<file path="src/rtl/dice_roller_pkg.sv">
// Shared constants, roller state encoding and the die-step helper for the craps dice roller.
package dice_roller_pkg;

  localparam int unsigned DIE_W = 3;
  localparam int unsigned SUM_W = 4;

  localparam logic [DIE_W-1:0] DIE_MIN  = 3'd1;
  localparam logic [DIE_W-1:0] DIE_MAX  = 3'd6;
  localparam logic [SUM_W-1:0] SUM_NONE = 4'd0;

  typedef enum logic [1:0] {
    ST_IDLE   = 2'b00,
    ST_TUMBLE = 2'b01,
    ST_SETTLE = 2'b10
  } roller_state_t;

  // One step of a single die, wrapping 6 -> 1.
  function automatic logic [DIE_W-1:0] die_next(input logic [DIE_W-1:0] d);
    return (d == DIE_MAX) ? DIE_MIN : d + DIE_W'(1);
  endfunction

endpackage

</file>
<file path="src/rtl/dice_roller_debouncer.sv">
// Two-flop synchroniser plus stable-count debouncer; emits single-cycle press/release pulses.
module dice_roller_debouncer #(
  parameter int unsigned DEBOUNCE_CYCLES = 500000,
  parameter int unsigned CNT_W           = 19
) (
  input  logic i_clk,
  input  logic i_rst,
  input  logic i_btn,
  output logic o_press_c,
  output logic o_release_c
);

  logic             r_s0;
  logic             r_s1;
  logic             r_clean;
  logic             r_clean_d;
  logic [CNT_W-1:0] r_cnt;

  always_ff @(posedge i_clk or posedge i_rst) begin
    if (i_rst) begin
      r_s0 <= 1'b0;
      r_s1 <= 1'b0;
    end else begin
      r_s0 <= i_btn;
      r_s1 <= r_s0;
    end
  end

  // Accept a new level only after it has differed from clean for DEBOUNCE_CYCLES cycles.
  always_ff @(posedge i_clk or posedge i_rst) begin
    if (i_rst) begin
      r_clean   <= 1'b0;
      r_clean_d <= 1'b0;
      r_cnt     <= '0;
    end else begin
      r_clean_d <= r_clean;
      if (r_s1 != r_clean) begin
        if (r_cnt == CNT_W'(DEBOUNCE_CYCLES - 1)) begin
          r_clean <= r_s1;
          r_cnt   <= '0;
        end else begin
          r_cnt <= r_cnt + CNT_W'(1);
        end
      end else begin
        r_cnt <= '0;
      end
    end
  end

  assign o_press_c   = r_clean & ~r_clean_d;
  assign o_release_c = ~r_clean & r_clean_d;

endmodule

</file>
<file path="src/rtl/dice_roller.sv">
// Craps dice roller: tumbles two dice while ROLL is held, freezes them on release and strobes the result.
module dice_roller
  import dice_roller_pkg::*;
#(
  parameter int unsigned DEBOUNCE_CYCLES = 500000,
  parameter int unsigned CNT_W           = 19
) (
  input  logic             clock,
  input  logic             reset,
  input  logic             roll_btn,
  output logic [DIE_W-1:0] die1,
  output logic [DIE_W-1:0] die2,
  output logic [SUM_W-1:0] sum,
  output logic             roll_done,
  output logic             rolling
);

  logic w_press;
  logic w_release;

  roller_state_t    r_state;
  roller_state_t    w_state_nxt;
  logic [DIE_W-1:0] r_die1;
  logic [DIE_W-1:0] r_die2;
  logic [SUM_W-1:0] r_sum;
  logic             r_roll_done;
  logic             r_rolling;

  dice_roller_debouncer #(
    .DEBOUNCE_CYCLES (DEBOUNCE_CYCLES),
    .CNT_W           (CNT_W)
  ) u_debouncer (
    .i_clk       (clock),
    .i_rst       (reset),
    .i_btn       (roll_btn),
    .o_press_c   (w_press),
    .o_release_c (w_release)
  );

  always_comb begin
    w_state_nxt = r_state;
    case (r_state)
      ST_IDLE:   if (w_press)   w_state_nxt = ST_TUMBLE;
      ST_TUMBLE: if (w_release) w_state_nxt = ST_SETTLE;
      ST_SETTLE: w_state_nxt = ST_IDLE;
      default:   w_state_nxt = ST_IDLE;
    endcase
  end

  always_ff @(posedge clock or posedge reset) begin
    if (reset) begin
      r_state     <= ST_IDLE;
      r_rolling   <= 1'b0;
      r_roll_done <= 1'b0;
      r_sum       <= SUM_NONE;
    end else begin
      r_state     <= w_state_nxt;
      r_rolling   <= (w_state_nxt == ST_TUMBLE);
      r_roll_done <= (r_state == ST_SETTLE);
      if (r_state == ST_SETTLE) begin
        r_sum <= SUM_W'(r_die1) + SUM_W'(r_die2);
      end
    end
  end

  // The two dice form one 36-state counter: die2 steps only when die1 wraps.
  always_ff @(posedge clock or posedge reset) begin
    if (reset) begin
      r_die1 <= DIE_MIN;
      r_die2 <= DIE_MIN;
    end else if (r_state == ST_TUMBLE) begin
      r_die1 <= die_next(r_die1);
      if (r_die1 == DIE_MAX) begin
        r_die2 <= die_next(r_die2);
      end
    end
  end

  assign die1      = r_die1;
  assign die2      = r_die2;
  assign sum       = r_sum;
  assign roll_done = r_roll_done;
  assign rolling   = r_rolling;

endmodule

</file>
<file path="config.mk">
export PLATFORM = sky130hd
export DESIGN_NAME = dice_roller
export DESIGN_NICKNAME = d
export VERILOG_FILES = /design/src/rtl/dice_roller_pkg.sv /design/src/rtl/dice_roller_debouncer.sv /design/src/rtl/dice_roller.sv
export SDC_FILE = /design/constraint.sdc
export NUM_CORES = 1
export LEC_CHECK = 0
export ABC_AREA = 1
export BUFFER_PORTS_ARGS = -buffer_cell sky130_fd_sc_hd__buf_4
export CAP_MARGIN = 5
export CORE_MARGIN = 10
export CORE_UTILIZATION = 53
export CTS_CLUSTER_SIZE = 12
export DETAILED_ROUTE_END_ITERATION = 8
export GPL_TIMING_DRIVEN = 0
export MAX_ROUTING_LAYER = met4
export PLACE_DENSITY_LB_ADDON = 0.08
export RECOVER_POWER = 100
export SYNTH_ARGS = -nofsm -noshare
export SYNTH_HDL_FRONTEND = slang
export SYNTH_SLANG_ARGS = --single-unit
</file>
<file path="constraint.sdc">
create_clock -name clock -period 1.5 [get_ports clock]
set_input_delay 0.075 -clock clock [delete_from_list [all_inputs] [get_ports clock]]
set_output_delay 0.075 -clock clock [all_outputs]
set_load 0.005 [all_outputs]
</file>
==> impl_metrics.tcl <==
set metrics [dict create \
    diodes 0 \
    clock_sinks 37 \
    htree_levels 2 \
    io_pins 15 \
    io_buffers 14 \
    cp-end-kind "flop" \
    rows 21 \
    slowest_delay_ns 0.58 \
    syn_nets 232 \
    async_flop_share_pct 100.0 \
    numCtsBuffers 5 \
    drt_iter0_drc 96 \
    clock_skew_ns 0.006713 \
    die_area_um2 6343 \
    synth-simple-area-share_pct 30.19 \
    firstDrtPassIters 4 \
    finalCritPeriodShare_pct 96.28 \
    crit_buf_inv 1 \
    hpwl_um 2789 \
    instances_no_fill 299 \
    synth-seq-cells 37 \
    slew_viol_final 0 \
    fmax_mhz 692.4 \
    worst_ep_arrival_time_ns 1.69 \
    ant_nets 0 \
    core_um2 3390 \
    nFillCells 269 \
    drt_wl_total_um 3710 \
    final_cell_mix "nor2_1, nand2_1, dfrtp_1, inv_1, nand3_1" \
    grt_pass1_vias 1409 \
    hold_depth 0 \
    antenna_found_initial 0 \
    fp.dieW_um 79.65 \
    synth_xor_area_share_pct 6.503 \
    synth_enable_flop_cells 0 \
    p_per_area_nw_per_um2 809.2 \
    vias 1484 \
    crit_cells 4 \
    synth_area_um2 1886 \
    vdd_drop_max_v 0.0006630 \
    grt_usage_pct 13.05 \
    place_congestion 0.9016 \
    start_util_pct 55.63 \
    synth_cells 224 \
    synth_top_family_by_area "simple AND/OR/NAND/NOR gates" \
    hp-class "flop to flop" \
    min_period_ns 1.444 \
    final_common_cell "nor2_1" \
    clock_path_buffers 2 \
    wl_per_cell_um 12.41 \
    grt_pass1_wl_um 6348 \
    dp_cells 285 \
    hold_violations 0 \
    synth_ff_type "dfrtp_1" \
    viasPerCell 4.963 \
    rsz0062_at_grt "false" \
    grt_max_degree 21 \
    cts_tree "yes" \
    ys_seq_area_share_pct 49.24 \
    criticalPathCategory "flop to flop" \
    clk_latency_ns 0.35 \
    crit_path_start_kind "flop" \
    crit_slowest_cell "dfstp_2" \
    p_leak_nw 0.9842 \
    syn_area_per_cell_um2 8.418 \
    utilization_pct 65.89 \
    drv_cap 0 \
    clk_pin_slew_ns 0.11 \
    required_ns 1.74 \
    maxSlewHeadroom_pct 48.86 \
    yosysUniqueCellTypes 28 \
    drc_errors 0 \
    clk_root_buffer_cell "clkbuf_4" \
    grt_overflow_total 0 \
    die_h_um 79.65 \
    worst_slew_pin_slew_ns 0.7662 \
    r2r_cells 4 \
    synth_warnings 0 \
    cp_cell_sequence "ha_4, inv_2, fa_2, o21ai_0" \
    synth_compound_area_share_pct 5.375 \
    crit_path_max_fanout 2 \
    status "finished, final reports clean" \
    finalSetupViolations 0 \
    critPathTopFamily "adder cells" \
    synthMuxAreaShare_pct 0 \
    final_nets 260 \
    final_layout_size_suffix_gt1_share_pct 18.58 \
    synth_fa_ha_area_share_pct 3.716 \
    area_growth_pct 18.45 \
]
[logic make-up after synthesis]
| kind of cell | after synthesis |
|---|---|
| and+or+nand+nor | 126 |
| xor gates and xnor gates | 14 |
| DFF | 37 |
| AOI/OAI and AO/OA | 17 |
| adders and majority gates | 5 |
| buffers and inverters | 25 |
[Yosys cell counts (2+ instances only)]
cell type,instances,area share [%]
o31ai_1,3,1.2
ha_1,4,2.7
o21ai_0,3,0.80
nor3_1,2,0.53
nand2_1,41,8.2
nand4_1,2,0.66
nor2_2,3,1.0
nor2_4,4,2.4
nor2_1,47,9.4
inv_1,24,4.8
nand2_2,4,1.3
dfstp_2,2,2.8
dfrtp_1,35,46
a21oi_1,5,1.3
nand3_1,19,5.0
xor2_1,12,5.6
o21ai_1,2,0.53
xnor2_1,2,0.93
[flip-flops by register name (all words and copies together), names as in the netlist]
name and count:
u_debouncer.r_cnt 19, rolling 1, u_debouncer.r_s1 1, die1 3, u_debouncer.r_s0 1, sum 4
u_debouncer.r_clean_d 1, die2 3, u_debouncer.r_clean 1, roll_done 1, r_state 2
[path summary, 6_finish.rpt]
kind | slack, ns | endpoint | start
min reg2reg | 0.37 | u_debouncer.r_s1 | u_debouncer.r_s0
max reg2reg | 0.06 | sum[1] | die1[0]
min | 0.37 | u_debouncer.r_s1 | u_debouncer.r_s0
max | 0.06 | sum[1] | die1[0]
min in group asynchronous | 0.41 | u_debouncer.r_cnt[4] | reset
max in group asynchronous | 0.46 | die2[0] | reset
[per-stage QoR]
step           power [mW]  hold slack (ns)  instance area (um^2)  setup slack (ns)    TNS, ns
6_report            1.807           0.3740                  2233           0.05576          0
5_1_grt             1.875           0.3780                  2233         0.0001038          0
4_1_cts             1.824           0.3557                  2198          0.008867          0
3_5_place_dp        1.094           0.1897                  2076          -0.03194   -0.03194
3_3_place_gp        1.083           0.1846                  2048         -0.006492  -0.006492
2_1_floorplan       1.068           0.1064                  1886           0.04269          0
[cell type report]
cell class | count | area [um^2] | area share [%]
buffer | 1 | 5.005 | 0.2241
clock buffer | 7 | 55.05 | 2.465
clock inverter | 1 | 30.03 | 1.345
inverter | 24 | 90.09 | 4.034
multi-input combinational | 162 | 888.4 | 39.78
sequential | 37 | 928.4 | 41.57
tap | 46 | 57.56 | 2.577
timing repair buffer | 21 | 178.9 | 8.011
[power breakdown]
group	internal [mW]	total [mW]	leakage, nW	switching (mW)
combinational	0.0248	0.0647	0.436	0.0398
sequential	1.01	1.01	0.503	0.00763
clock	0.398	0.729	0.0455	0.331
[layer usage]
layer	vias up	track usage, %	wire length, um
li1	767	-	-
met1	686	15.95	1814
met2	23	19.09	1655
met3	8	3.941	165
met4	0	6.452	75
met5	-	-	0
[repair_timing]
action / CTS / global route
setup endpoints to repair: 1 / 17
pin swaps: 0 / 3
endpoints found under the hold margin: 17 / 0
resized for setup: 2 / 9
hold buffers: 2 / 0
buffers inserted: 2 / 2
[worst register-to-register path, stage by stage (launching register included)]
cell	delay [ns]
dfstp_2	0.58
ha_4	0.14
inv_2	0.04
fa_2	0.51
o21ai_0	0.07
No activity file was read; power rests on OpenSTA's default activity.
